### src/rtl/alu_sequencer.sv
// Issues one operation at a time to the shared ALU, holds its inputs for an
// op-dependent number of cycles, captures the result and owns the NZCV register.
module alu_sequencer #(
    parameter int DATA_WIDTH  = 32,
    parameter int MUL_LATENCY = 2,
    parameter int DIV_LATENCY = 8
) (
    input  logic                  clock,
    input  logic                  reset,
    input  logic                  req_valid,
    output logic                  req_ready,
    input  logic [3:0]            req_control,
    input  logic [DATA_WIDTH-1:0] req_operand_A,
    input  logic [DATA_WIDTH-1:0] req_operand_B,
    input  logic                  req_set_flags,
    output logic [DATA_WIDTH-1:0] alu_channel_A,
    output logic [DATA_WIDTH-1:0] alu_channel_B,
    output logic [3:0]            alu_control,
    output logic                  alu_previous_carry,
    input  logic [DATA_WIDTH-1:0] alu_result,
    input  logic                  alu_N,
    input  logic                  alu_Z,
    input  logic                  alu_C,
    input  logic                  alu_V,
    output logic                  resp_valid,
    input  logic                  resp_ready,
    output logic [DATA_WIDTH-1:0] resp_result,
    output logic [3:0]            flags_NZCV,
    output logic                  busy
);

    localparam int MAX_LAT = (MUL_LATENCY > DIV_LATENCY) ? MUL_LATENCY : DIV_LATENCY;
    localparam int CW      = (MAX_LAT > 1) ? $clog2(MAX_LAT) : 1;

    typedef enum logic [1:0] {
        S_IDLE,
        S_EXEC,
        S_DONE
    } state_t;

    state_t                r_state;
    logic [CW-1:0]         r_counter;
    logic [3:0]            r_control;
    logic [DATA_WIDTH-1:0] r_operandA;
    logic [DATA_WIDTH-1:0] r_operandB;
    logic                  r_setFlags;
    logic [DATA_WIDTH-1:0] r_respResult;
    logic                  r_respValid;
    logic [3:0]            r_flags;

    logic [CW-1:0]         w_loadCount;
    logic                  w_writesC;
    logic                  w_writesV;

    // Counter preload is latency-1 so the completion edge lands exactly L edges after accept.
    always_comb begin
        w_loadCount = '0;
        case (req_control)
            4'd9:         w_loadCount = CW'(MUL_LATENCY - 1);
            4'd10, 4'd11: w_loadCount = CW'(DIV_LATENCY - 1);
            default:      w_loadCount = '0;
        endcase
    end

    // Only the arithmetic ops own C; divide/modulo additionally report divide-by-zero on V.
    always_comb begin
        w_writesC = 1'b0;
        w_writesV = 1'b0;
        case (r_control)
            4'd1, 4'd2, 4'd5, 4'd6, 4'd8: begin
                w_writesC = 1'b1;
                w_writesV = 1'b1;
            end
            4'd10, 4'd11: w_writesV = 1'b1;
            default: begin
                w_writesC = 1'b0;
                w_writesV = 1'b0;
            end
        endcase
    end

    always_ff @(posedge clock) begin
        if (reset) begin
            r_state      <= S_IDLE;
            r_counter    <= '0;
            r_control    <= '0;
            r_operandA   <= '0;
            r_operandB   <= '0;
            r_setFlags   <= 1'b0;
            r_respResult <= '0;
            r_respValid  <= 1'b0;
            r_flags      <= '0;
        end else begin
            case (r_state)
                S_IDLE: begin
                    if (req_valid) begin
                        r_control  <= req_control;
                        r_operandA <= req_operand_A;
                        r_operandB <= req_operand_B;
                        r_setFlags <= req_set_flags;
                        r_counter  <= w_loadCount;
                        r_state    <= S_EXEC;
                    end
                end
                S_EXEC: begin
                    if (r_counter != '0) begin
                        r_counter <= r_counter - 1'b1;
                    end else begin
                        r_respResult <= alu_result;
                        r_respValid  <= 1'b1;
                        r_state      <= S_DONE;
                        if (r_setFlags) begin
                            r_flags[3] <= alu_N;
                            r_flags[2] <= alu_Z;
                            if (w_writesC) r_flags[1] <= alu_C;
                            if (w_writesV) r_flags[0] <= alu_V;
                        end
                    end
                end
                S_DONE: begin
                    if (resp_ready) begin
                        r_respValid <= 1'b0;
                        r_state     <= S_IDLE;
                    end
                end
                default: r_state <= S_IDLE;
            endcase
        end
    end

    // The ALU sees zeros whenever no operation is in flight.
    assign alu_control        = (r_state == S_EXEC) ? r_control  : '0;
    assign alu_channel_A      = (r_state == S_EXEC) ? r_operandA : '0;
    assign alu_channel_B      = (r_state == S_EXEC) ? r_operandB : '0;
    assign alu_previous_carry = r_flags[1];

    assign req_ready   = (r_state == S_IDLE) && !reset;
    assign resp_valid  = r_respValid;
    assign resp_result = r_respResult;
    assign flags_NZCV  = r_flags;
    assign busy        = (r_state != S_IDLE);

endmodule

### config.mk
export PLATFORM = sky130hd
export DESIGN_NAME = alu_sequencer
export DESIGN_NICKNAME = d
export VERILOG_FILES = /design/src/rtl/alu_sequencer.sv
export SDC_FILE = /design/constraint.sdc
export NUM_CORES = 1
export LEC_CHECK = 0
export ABC_AREA = 1
export CORE_AREA = 2 2 87 152
export CTS_BUF_LIST = sky130_fd_sc_hd__clkbuf_16
export DETAILED_ROUTE_END_ITERATION = 16
export DIE_AREA = 0 0 89 154
export PLACE_DENSITY_LB_ADDON = 0.08
export SKIP_LAST_GASP = 1
export SLEW_MARGIN = 10
export SYNTH_ARGS = -nofsm -noshare
export SYNTH_HDL_FRONTEND = slang
export SYNTH_SLANG_ARGS = --single-unit
### constraint.sdc
create_clock -name clock -period 1.2 [get_ports clock]
set_input_delay 0.12 -clock clock [delete_from_list [all_inputs] [get_ports clock]]
set_output_delay 0.12 -clock clock [all_outputs]
set_load 0.02 [all_outputs]
==> metrics.txt, run 1 <==
H-tree level count 3; antenna violations before repair 1; IO Pins 217; fmax 686 MHz; average cell area after synthesis 7.39 um2; deepest clock path buffer count 2; Avg WL per Cell 16.0 um; CTS clk-pin slew, worst paths 0.08 ns; worst hold margin 0.350 ns; vias per cell 4.78; initial core utilization 0.354; DRC errors left 0; GRT overflow 0; number of port buffers 216; Hold Buf Count CTS 0; Final ANT Viol Nets 0; worst skew pair latency 0.35 ns; post-synth top area share 0.506; number of global-route vias before repair 4,308; Worst Path Arrival 1.34 ns; #FFs+latches synth 111; met2 WL post-DR 9.02 mm; Area Growth Syn to Fin 93.6%; MaxCap Viol Count 0; first-pass GRT wire length 20.3 mm; most common cell after layout, fill and taps aside dfxtp_1; Fill cells 1,017; post-synthesis cell type count 20; GRT Overall Usage 0.186; Tot Pwr 11.0 mW; cell area after layout 0.00851 mm2; TritonCTS Buffers 9; warning count from the yosys run 0; Mapped Area 0.00440 mm2; Die ar. 0.0137 mm2; slew margin rel. 0.779; failing checks setup timing; cell taking the most area after synthesis dfxtp_1; crit path launch type flip-flop; GP Congestion 0.785; Total Nets Final 959; Rows 54; fin crit share 1.22; unrepaired setup endpoints after global routing true; Final Hold Vio Count 0; root buf cell clkbuf_16; leak pwr 4.03 nW; fraction of layout cells with a size suffix above 1 0.345; synthesized instance count 595; Final Worst Setup Slack -0.258 ns; largest cells by area after synthesis dfxtp_1 (51%), nor2_1 (13%), a21oi_1 (8.5%); Clock Sinks 111; PD cells 1290 mW/mm2; worst hold path class input port to flip-flop; Final HPWL DP 9.53 mm; First DRT Iteration DRCs 153; largest net degree at the start of global routing 58; post-synthesis sequential area ratio 0.506; kind of critical path flip-flop to primary output; Worst Tran Pin Value 0.330 ns; Final Critical Period 1.46 ns; crit-path max FO 6; CP Capture Type primary output; Worst Path Required 1.08 ns; DR WL met3 996 um; Die Ht 154 um; Post-DP Area 0.00694 mm2; Die Wd 89 um; Synth Net Count 706; routed metal-1 wire length 5.95 mm; Post-Route WL 16.4 mm; clk_skew 0.00720 ns; peak supply drop 923 uV; Slew Limit Fails 0; CTS tree done; DRT Pass-1 Iters 6; outcome complete, but fails checks; vias post-DR 4,882; Placeable Area 0.0124 mm2; most frequent cells in the layout dfxtp_1 (109), clkdlybuf4s50_1 (108), nor2_1 (107); top layer in use met4; Final setup viols 181; pre-CTS WS -0.457 ns
through the flow:
step	setup TNS, ns	cells	utilization
floorplan	-0.431	595	-
global placement	-38.67	970	0.558
detailed placement	-42.41	970	0.558
CTS	-40.68	990	0.589
global route	-44.70	1022	0.684
finish	-32.84	1022	0.684
repair_timing:
| action | 4_1_cts | 5_1_grt |
|---|---|---|
| pin swaps | 2 | 9 |
| buffers inserted | 2 | 7 |
| setup endpoints to repair | 219 | 219 |
| cloned | 2 | 24 |
| resized for setup | 414 | 234 |
state kept, by name (all words and copies together) (netlist names):
register     flops
r_operandA      32
r_operandB      32
resp_result     32
flags_NZCV       4
r_control        4
r_counter        3
r_state          2
r_setFlags       1
resp_valid       1
layer usage:
metal,vias to the layer above,track usage
met4,0,0.0654
met1,2284,0.195
met2,172,0.339
met3,29,0.0548
li1,2397,-
met5,-,0
area by class of cell:
class / instances / area [um2] / area share
antenna: 1 / 2.50 / 0.000294
clock buffer: 9 / 225 / 0.0265
clock inverter: 7 / 55.1 / 0.00647
inverter: 81 / 312 / 0.0366
multi-input combinational: 365 / 2340 / 0.275
sequential: 111 / 2230 / 0.262
tap: 168 / 210 / 0.0247
timing repair buffer: 280 / 3130 / 0.368
power breakdown:
part	switching (mW)	internal (mW)	total, mW	leakage [nW]
logic	2.01	1.86	3.88	2.98
registers	0.167	4.12	4.29	0.917
clock network	1.41	1.44	2.85	0.133
total	3.60	7.42	11.0	4.03
cell families after synthesis:
family,after synthesis,synth area share
AOI/OAI and AO/OA,184,0.210
adders and majority gates,2,0.00569
and+or+nand+nor,176,0.158
buffers and inverters,122,0.121
DFF,111,0.506
cell usage after synthesis (all sizes together):
master,count
a21oi,75
buf,29
clkbuf,12
dfxtp,111
ha,2
inv,81
nand2,15
nand3,7
nand4,1
nor2,153
o21ai,108
o31ai,1
worst max-delay path, cell delays in order (launching register included):
cell	delay (ns)
dfxtp_4	0.41
nand2_8	0.11
clkbuf_16	0.19
nor2_2	0.15
buf_6	0.14
worst paths after layout:
check / startpoint / to / slack, ns / depth (start not counted)
worst max-delay path: r_state[0]$_SDFFE_PP0P_ / alu_channel_A[7] / -0.26 / 4
worst min-delay path: alu_result[17] / resp_result[17]$_SDFFE_PP0P_ / 0.35 / 3
worst max register to register: r_state[0]$_SDFFE_PP0P_ / r_operandA[24]$_SDFFE_PP0P_ / -0.24 / 8
worst min register to register: r_setFlags$_SDFFE_PP0P_ / r_setFlags$_SDFFE_PP0P_ / 0.44 / 2
No activity file was read; power rests on OpenSTA's default activity.
==> run 2, diff against run 1 <==
SETUP_SLACK_MARGIN = 0.3   (was not set)
==> run 2 against run 1 <==
  * The run still ends with setup timing left
  * Clock-buffer cell count did not move
  * Critical path depth up 7
  * First-iteration DRC count rose by 5.9%
==> metrics.txt, run 2 (synthesis results as in run 1) <==
unrepaired setup endpoints after global routing true (unchanged); Final ANT Viol Nets 0 (unchanged); final instance count without filler cells 1,074 (was 1,022); peak supply drop 936 uV (was 923 uV); MaxCap Viol Count 0 (unchanged); Placeable Area 0.0124 mm2 (unchanged); Rows 54 (unchanged); Total Nets Final 1,012 (was 959); First DRT Iteration DRCs 162 (was 153); final setup TNS -46.65 ns (was -32.84 ns); worst skew pair latency 0.35 ns (about the same); Final Worst Setup Slack -0.346 ns (was -0.258 ns); Final Critical Period 1.55 ns (was 1.46 ns); CTS tree done (unchanged); root buf cell clkbuf_16 (unchanged); vias post-DR 5,229 (was 4,882); fin util 0.808 (was 0.684); CTS clk-pin slew, worst paths 0.07 ns (was 0.08 ns); deepest clock path buffer count 2 (unchanged); failing checks setup timing (unchanged); Area Growth Syn to Fin 128% (was 93.6%); Critical Path Max Stage Delay 0.40 ns (was 0.41 ns); DRT Pass-1 Iters 6 (unchanged); most common cell after layout, fill and taps aside clkdlybuf4s50_1 (was dfxtp_1); Die Wd 89 um (unchanged); Die ar. 0.0137 mm2 (unchanged); Multi-input gate area 0.00307 mm2 (was 0.00234 mm2); ant diodes 0 (was 1); fmax 647 MHz (was 686 MHz); crit path launch type flip-flop (unchanged); Clock Sinks 111 (unchanged); Fill cells 797 (was 1,017); Largest delay share family, worst path buffers and inverters (was flip-flops); crit-path most repeated cell buf_6; Final Hold Vio Count 0 (unchanged); GRT Overall Usage 0.240 (was 0.186); H-tree level count 3 (unchanged); cell total after placement 990 (was 970); Die Ht 154 um (unchanged); most frequent cells in the layout clkdlybuf4s50_1 (108), buf_6 (103), inv_1 (76), nor2_1 (76), o21ai_2 (74) (was dfxtp_1 (109), clkdlybuf4s50_1 (108), nor2_1 (107)); sequential cell area 0.00228 mm2 (was 0.00223 mm2); Avg WL per Cell 17.3 um (was 16.0 um); number of port buffers 216 (unchanged); IO Pins 217 (unchanged); Hold Buf Count CTS 0 (unchanged); Slew Limit Fails 0 (unchanged); antenna violations before repair 0 (was 1); largest net degree at the start of global routing 42 (was 58); first-pass GRT wire length 25.7 mm (was 20.3 mm); leak pwr 4.03 nW (about the same); Post-Route WL 18.6 mm (was 16.4 mm); DRC errors left 0 (unchanged); CP cell instances buf_6 > buf_6 > inv_8 > buf_12 > buf_6 > nor2_4 > buf_6 > o21ai_2 > a21oi_1 > nor2_2 > nor2_1 (was nand2_8 > clkbuf_16 > nor2_2 > buf_6); PD cells 1250 mW/mm2 (was 1290 mW/mm2); kind of critical path flip-flop to flip-flop (was flip-flop to primary output); GP Congestion 0.766 (was 0.785); GRT overflow 0 (unchanged); vias per cell 4.87 (was 4.78); Final HPWL DP 10.5 mm (was 9.53 mm); crit path buf inv count 6 (was 2); Worst Path Required 1.48 ns (was 1.08 ns); Final setup viols 181 (unchanged); outcome complete, but fails checks (unchanged); Worst Tran Pin Value 0.338 ns (was 0.330 ns); Slowest-stage cell, CP dfxtp_4 (unchanged); register-to-register path setup slack -0.35 ns (was -0.24 ns); CP Capture Type flip-flop (was primary output); worst hold path class input port to flip-flop (unchanged); Worst Path Arrival 1.83 ns (was 1.34 ns); clk_skew 0.00728 ns (was 0.00720 ns); fin crit share 1.29 (was 1.22); TritonCTS Buffers 9 (unchanged); crit-path max FO 3 (was 6); number of global-route vias before repair 5,365 (was 4,308); slew margin rel. 0.774 (was 0.779); initial core utilization 0.354 (unchanged); fraction of layout cells with a size suffix above 1 0.586 (was 0.345)
[run 2: cell types whose count changed in the layout (fill, tap and decap cells not counted), sizes merged]
cell           delta
clkinv            +2
dlymetal6s2s     -35
clkdlybuf4s15     -2
clkbuf            -6
buf              +97
diode             -1
clkinvlp          -2
nand3             -1
[run 2: worst paths after layout]
kind / startpoint / to / depth (start not counted)
max: r_state[0]$_SDFFE_PP0P_ / r_counter[2]$_SDFFE_PP0P_ / 11
min: alu_result[1] / resp_result[1]$_SDFFE_PP0P_ / 3
max reg2reg: r_state[0]$_SDFFE_PP0P_ / r_counter[2]$_SDFFE_PP0P_ / 11
min reg2reg: r_operandB[31]$_SDFFE_PP0P_ / r_operandB[31]$_SDFFE_PP0P_ / 2
[run 2: final cells by class]
| type | count | share of cell area |
|---|---|---|
| clock inverter | 7 | 0.00461 |
| sequential | 111 | 0.227 |
| inverter | 81 | 0.0333 |
| timing repair buffer | 334 | 0.386 |
| tap | 168 | 0.0209 |
| clock buffer | 9 | 0.0224 |
| multi-input combinational | 364 | 0.305 |
[run 2: power by group]
part	switching (mW)	internal, mW	total (mW)
registers	0.229	4.16	4.39
logic	2.61	2.68	5.28
clock network	1.42	1.42	2.84
total	4.26	8.25	12.5
[run 2: worst register-to-register path, cell delays in order (launching register included)]
cell and delay [ns]:
dfxtp_4 0.40, buf_6 0.10, buf_6 0.10, inv_8 0.04, buf_12 0.12, buf_6 0.11
nor2_4 0.13, buf_6 0.11, o21ai_2 0.04, a21oi_1 0.16, nor2_2 0.05, nor2_1 0.11
[run 2: routing by layer]
metal | vias to the layer above | track usage | share of wire
li1 | 2510 | - | -
met1 | 2471 | 0.240 | 0.33
met2 | 193 | 0.447 | 0.57
met3 | 55 | 0.0617 | 0.056
met4 | 0 | 0.103 | 0.040
met5 | - | 0 | 0
[run 2: what timing repair did]
action                                  CTS  global route
pin swaps                                19            25
gates cloned                             15             9
endpoints found under the setup margin  219           219
setup buffers                            12            32
gates resized for setup                 675           211
[run 2: through the flow]
step,setup WS [ns],area (um2),hold slack [ns],total power [mW]
3_3_place_gp,-0.312,7790,0.442,7.73
3_5_place_dp,-0.340,7790,0.444,7.82
4_1_cts,-0.343,8850,0.339,11.5
5_1_grt,-0.390,10000,0.351,13.0
2_1_floorplan,0.0262,5300,0.175,6.47
6_report,-0.346,10000,0.346,12.5
